File: src/rtl/pmod_button_conditioner.sv
// pmod_button_conditioner
// Synchronises, debounces and edge-detects two active-low PMOD button pins.
// Produces clean active-high levels and single-cycle press/release pulses.
//
// Ports:
//   clk          12 MHz system clock, all state on posedge
//   rst_n        asynchronous active-low reset
//   pmod[1:0]    raw button pins, active-low, asynchronous to clk
//   btn_level    debounced state per channel, 1 = pressed
//   btn_press    one-cycle pulse per channel on accepted press
//   btn_release  one-cycle pulse per channel on accepted release
//   btn_long     one-cycle pulse per channel on long press
//
// Optional feature: define PMOD_BUTTON_LONGPRESS_EN to build the long-press
// detector; otherwise btn_long is tied to 2'b00.
module pmod_button_conditioner #(
    parameter int unsigned DEBOUNCE_CYCLES = 120000,
    parameter int unsigned LONG_CYCLES     = 24000000
) (
    input  logic       clk,
    input  logic       rst_n,
    input  logic [1:0] pmod,
    output logic [1:0] btn_level,
    output logic [1:0] btn_press,
    output logic [1:0] btn_release,
    output logic [1:0] btn_long
);

    localparam int unsigned CNT_W = 32;

    typedef enum logic [1:0] {
        RELEASED,
        PRESS_WAIT,
        PRESSED,
        RELEASE_WAIT
    } state_t;

    // Elaboration-time parameter sanity checks
    if (DEBOUNCE_CYCLES < 2) begin : g_bad_debounce
        $error("DEBOUNCE_CYCLES must be at least 2");
    end
    if (LONG_CYCLES == 0) begin : g_bad_long
        $error("LONG_CYCLES must be nonzero");
    end

    for (genvar i = 0; i < 2; i++) begin : g_ch
        logic [1:0]       sync;
        logic             p;
        state_t           state, state_nxt;
        logic [CNT_W-1:0] cnt, cnt_nxt;
        logic             level_q, level_nxt;
        logic             press_q, press_nxt;
        logic             release_q, release_nxt;

        // Two-flop synchroniser; resets to the released (high) pin level
        always_ff @(posedge clk or negedge rst_n) begin
            if (!rst_n) begin
                sync <= 2'b11;
            end else begin
                sync <= {sync[0], pmod[i]};
            end
        end

        assign p = ~sync[1];

        // FSM and output registers
        always_ff @(posedge clk or negedge rst_n) begin
            if (!rst_n) begin
                state     <= RELEASED;
                cnt       <= '0;
                level_q   <= 1'b0;
                press_q   <= 1'b0;
                release_q <= 1'b0;
            end else begin
                state     <= state_nxt;
                cnt       <= cnt_nxt;
                level_q   <= level_nxt;
                press_q   <= press_nxt;
                release_q <= release_nxt;
            end
        end

        // Next-state: a change is accepted after DEBOUNCE_CYCLES+1 stable samples
        always_comb begin
            state_nxt   = state;
            cnt_nxt     = cnt;
            level_nxt   = level_q;
            press_nxt   = 1'b0;
            release_nxt = 1'b0;
            case (state)
                RELEASED: begin
                    if (p) begin
                        state_nxt = PRESS_WAIT;
                        cnt_nxt   = CNT_W'(1);
                    end else begin
                        cnt_nxt   = '0;
                    end
                end
                PRESS_WAIT: begin
                    if (!p) begin
                        state_nxt = RELEASED;
                        cnt_nxt   = '0;
                    end else if (cnt == CNT_W'(DEBOUNCE_CYCLES)) begin
                        state_nxt = PRESSED;
                        cnt_nxt   = '0;
                        level_nxt = 1'b1;
                        press_nxt = 1'b1;
                    end else begin
                        cnt_nxt   = cnt + CNT_W'(1);
                    end
                end
                PRESSED: begin
                    if (!p) begin
                        state_nxt = RELEASE_WAIT;
                        cnt_nxt   = CNT_W'(1);
                    end
                end
                RELEASE_WAIT: begin
                    if (p) begin
                        state_nxt = PRESSED;
                        cnt_nxt   = '0;
                    end else if (cnt == CNT_W'(DEBOUNCE_CYCLES)) begin
                        state_nxt   = RELEASED;
                        cnt_nxt     = '0;
                        level_nxt   = 1'b0;
                        release_nxt = 1'b1;
                    end else begin
                        cnt_nxt     = cnt + CNT_W'(1);
                    end
                end
                default: begin
                    state_nxt = RELEASED;
                    cnt_nxt   = '0;
                end
            endcase
        end

        assign btn_level[i]   = level_q;
        assign btn_press[i]   = press_q;
        assign btn_release[i] = release_q;

`ifdef PMOD_BUTTON_LONGPRESS_EN
        logic [CNT_W-1:0] long_cnt;
        logic             long_q;

        // Long-press timer: restarts only on a fresh press, survives release bounces
        always_ff @(posedge clk or negedge rst_n) begin
            if (!rst_n) begin
                long_cnt <= '0;
                long_q   <= 1'b0;
            end else begin
                long_q <= 1'b0;
                if (state == PRESS_WAIT && state_nxt == PRESSED) begin
                    long_cnt <= '0;
                end else if ((state == PRESSED || state == RELEASE_WAIT) &&
                             long_cnt != CNT_W'(LONG_CYCLES)) begin
                    long_cnt <= long_cnt + CNT_W'(1);
                    long_q   <= (long_cnt + CNT_W'(1)) == CNT_W'(LONG_CYCLES);
                end
            end
        end

        assign btn_long[i] = long_q;
`else
        assign btn_long[i] = 1'b0;
`endif
    end

endmodule

File: config.mk
export PLATFORM = sky130hd
export DESIGN_NAME = pmod_button_conditioner
export DESIGN_NICKNAME = d
export VERILOG_FILES = /design/src/rtl/pmod_button_conditioner.sv
export SDC_FILE = /design/constraint.sdc
export NUM_CORES = 1
export LEC_CHECK = 0
export ABC_AREA = 1
export CAP_MARGIN = 0
export CORE_ASPECT_RATIO = 0.8
export CORE_MARGIN = 3
export CORE_UTILIZATION = 56
export DETAILED_ROUTE_END_ITERATION = 10
export GPL_TIMING_DRIVEN = 0
export PLACE_DENSITY = 0.73
export REMOVE_ABC_BUFFERS = 1
export SYNTH_ARGS = -nofsm -noshare
export SYNTH_HDL_FRONTEND = slang
export SYNTH_SLANG_ARGS = --single-unit
File: constraint.sdc
create_clock -name clk -period 2.04 [get_ports clk]
set_input_delay 0.408 -clock clk [delete_from_list [all_inputs] [get_ports clk]]
set_output_delay 0.408 -clock clk [all_outputs]
set_load 0.01 [all_outputs]
==> summary by stage <==
Routing
The total number of vias is 4738. Summed over all layers, the routed wires come to between 10000 and 15000 µm. In the final routed layout, each cell accounts on average for roughly 14 µm. The detailed router finished its first iteration with 410 violations. In this run the remaining antenna-violating nets after routing total 0.

The first TritonRoute pass finished after 5 iterations. Dividing the detail-routed via count by the number of cells gives roughly 5.5. For this run, design rule violations remaining after detail routing come to 0.

Floorplan
The floorplan die area is roughly 0.010 mm². The I/O pin count is 12. The starting utilization of the core area is 58.4%. The floorplan die width is approximately 110 µm. The number of standard-cell rows in the floorplan is 30. The floorplan step set the die height to approximately 91 µm. The core region is ~0.0086 mm².

Timing
The worst setup skew after layout is 0.0106 ns. The post-route clock period utilization is around 93%. The final count of hold timing violations was 0. After routing, the total negative slack on setup checks comes to 0 ns. The number of pins with negative max-slew slack in the final report is 0.

Setup slack closes at 0.147 ns. After layout, the minimum clock period comes to around 1.9 ns. The timing-limited maximum frequency is between 0.5 and 0.6 GHz. Setup violations remaining at the end of the flow were counted as 0.

Critical path
The data arrival time of the critical path is around 2.1 ns. The critical path ends at g_ch[0].cnt[20]. Measured in cells, the most critical reg-to-reg path has a length of 10. Setup slack on the worst reg-to-reg path comes out at ~0.15 ns.

The startpoint of the worst register-to-register path is g_ch[0].cnt[1]. The start point of the critical path is g_ch[0].cnt[1]. The capture instance of the worst register-to-register path is g_ch[0].cnt[20]. Data on the critical path is required at its endpoint by around 2.3 ns. Along the worst path, the maximum fanout reaches 5. STA classifies the critical path startpoint as a flip-flop. The worst setup path is captured at a flip-flop. The type of the worst setup path is reg -> reg.

Yosys
The synthesized netlist contains 35 unique library cells. The synthesized design contains 0 enable-type register cells. The cell with the most instances after synthesis is nand2_1. The post-synthesis register bit count is 78. The average footprint of a synthesized cell is ~6.9 µm².

The dominant synthesized flop cell is dfrtp_1. By count the netlist is led by 206 x nand2_1, 126 x nor2_1, 75 x inv_1. Summed over all instances, the cell type with the most area after synthesis is dfrtp_1. Of the post-synthesis cell area, the dominant cell type holds a little under two fifths.

The post-synthesis instance area is 0.00504 mm². Ranked by total cell area, the synthesized netlist is headed by dfrtp_1 37%, nand2_1 15%, nor2_1 9.4%. The cell count after synthesis came out at between 700 and 800.

The proportion of synthesized flip-flops having asynchronous set or reset is between 90% and 100%. During synthesis, Yosys emitted a total of 0 warnings. The sequential share of the synthesized area is roughly two fifths.

Clocking
At the later pin of the worst-skew pair, clock insertion delay measures roughly 0.34 ns. The total of hold buffers inserted after clock tree synthesis is 0. The number of buffers on the longest clock path is 2. CTS saw slightly below 80 sinks. The maximum level of the CTS H-tree is 3. The clock buffer count from CTS is 9. TritonCTS built the clock tree. Clock-pin slew was measured on the worst setup and hold paths at 0.06 ns.

Clock tree synthesis selected as its root buffer the cell clkbuf_16.

Finish
Of the cells placed in the final design, the portion with a size suffix greater than 1 is approximately 9.9%. For this run, the number of standard cells in the final layout without fillers is 856. The final-stage net count is about 750. The number of filler instances in the final layout is a little over 800. The area added between synthesis and finish is 9.45%. The number of diodes added for antenna fixing is 0. The finished layout cell area is 0.00552 mm².

Power
The static power due to leakage is approximately 2.3 nW. VDD sags by at most between 0.6 and 0.7 mV. Power spread over the standard cell area amounts to 640 mW/mm².

Global route
The fraction of met2 tracks used by global routing is about a third. The met1 demand-to-capacity share in global routing is about two fifths. The first global-routing pass estimated 21100 µm of wire. The number of global-route vias before repair is about 4400. The initial antenna violation count came to 0.

The maximum number of pins on one net before global-route repair is 44. For this run, the total global-route usage over all layers was measured as between 20% and 30%. In the global route stage, met3 resource usage came out at ~7.2%. For this run the aggregate overflow at the end of global routing stands at 0. The layer with the highest usage is met1.

Placement
The total placed cells including tap cells is 835. After detailed placement, the total cell area comes to ~0.0052 mm². OpenSTA, run right after detailed placement, puts the worst setup slack at -0.167 ns. The routability congestion estimate from global placement is 0.960. The count of buffers inserted at the top-level ports is 9. The wire-length estimate of the detail-placed layout is 9040 µm.

Status
The flow ran to the end, and the final reports show no timing, DRC or antenna violations.

Run
The number of maximum-capacitance violations is 0.

Hold path
In this run the worst hold path is classified as in -> async.
[state kept, by name (all words and copies together) (netlist names), named ones only]
name	cells
g_ch.release_q	2
g_ch.state	2
g_ch.press_q	2
g_ch.cnt	64
g_ch.sync	4
g_ch.level_q	2
[logic make-up after synthesis]
kind of cell	share of synthesized area [%]
adders and majority gates	0.992
buffers and inverters	9.25
DFF	38.8
and+or+nand+nor	42.4
AOI/OAI and AO/OA	3.99
other	0.0744
xor gates and xnor gates	4.51
[routing by layer]
metal  part of all wire, %  vias up  routed length [µm]
met3                   9.5       12                1170
met2                    40      169                4940
met5                     0        -                   0
li1                      -     2326                   -
met4                   1.0        0                 130
met1                    50     2231                6170
[repair_timing]
| action | CTS | global route |
|---|---|---|
| endpoints found under the setup margin | 30 | 27 |
| setup buffers | 2 | 4 |
| resized for setup | 4 | 8 |
[area by class of cell]
type	instances	area (µm²)	share of cell area, %
Tap cell	112	140	2.54
Timing Repair Buffer	16	173	3.13
Sequential cell	78	1960	35.5
Inverter	85	327	5.92
Clock buffer	9	225	4.08
Clock inverter	6	40.0	0.725
Multi-Input combinational cell	550	2660	48.1
[worst min-delay path by stage]
stage	startpoint	endpoint	slack, ns	depth (start not counted)
2_1_floorplan	rst_n	asynchronous set/reset pin	0.11	0
3_3_place_gp	g_ch[1].sync[0]	g_ch[1].sync[1]	0.35	0
6_report	rst_n	g_ch[1].cnt[29]	0.02	1
3_5_place_dp	g_ch[1].sync[0]	g_ch[1].sync[1]	0.35	0
4_1_cts	rst_n	g_ch[1].cnt[29]	0.04	1
5_1_grt	rst_n	g_ch[1].cnt[29]	0.05	1
[stage by stage]
stage	hold slack, ns	utilization [%]	power [mW]
finish	0.0155	63.9	3.53
CTS	0.0366	63.2	3.51
floorplan	0.112	-	1.88
global route	0.0474	63.9	3.67
global placement	0.348	59.4	2.01
detailed placement	0.350	59.7	2.03
[layout by cell type (no fill, tap or decap), types with 5 or more instances in the layout]
cell type and n:
nand2_1 205, nor2_1 126, inv_1 74, dfrtp_1 73, nand3_1 58, nand4_1 28
nor3_1 25, xor2_1 22, o21ai_0 16, nor2_2 12, a21oi_1 10, inv_2 9
clkbuf_16 9, nand2_2 8, clkdlybuf4s50_1 8, buf_4 6, nor3_2 5
[critical path, stage by stage, from the launching register on]
cell	delay, ns
dfrtp_1	0.42
ha_1	0.22
nand2_1	0.08
nor2_2	0.23
nand2_2	0.14
nor2_2	0.23
nand2_2	0.10
nor2_2	0.11
nand2_1	0.07
o21ai_1	0.13
nor2_1	0.05
[report_power, final]
part | switching, mW | internal [mW] | total, mW | leakage (nW)
sequential | 0.0507 | 1.59 | 1.64 | 1.07
combinational | 0.305 | 0.127 | 0.432 | 1.07
clock | 0.650 | 0.812 | 1.46 | 0.119
Note: power is estimated with default switching activity, not from simulation.
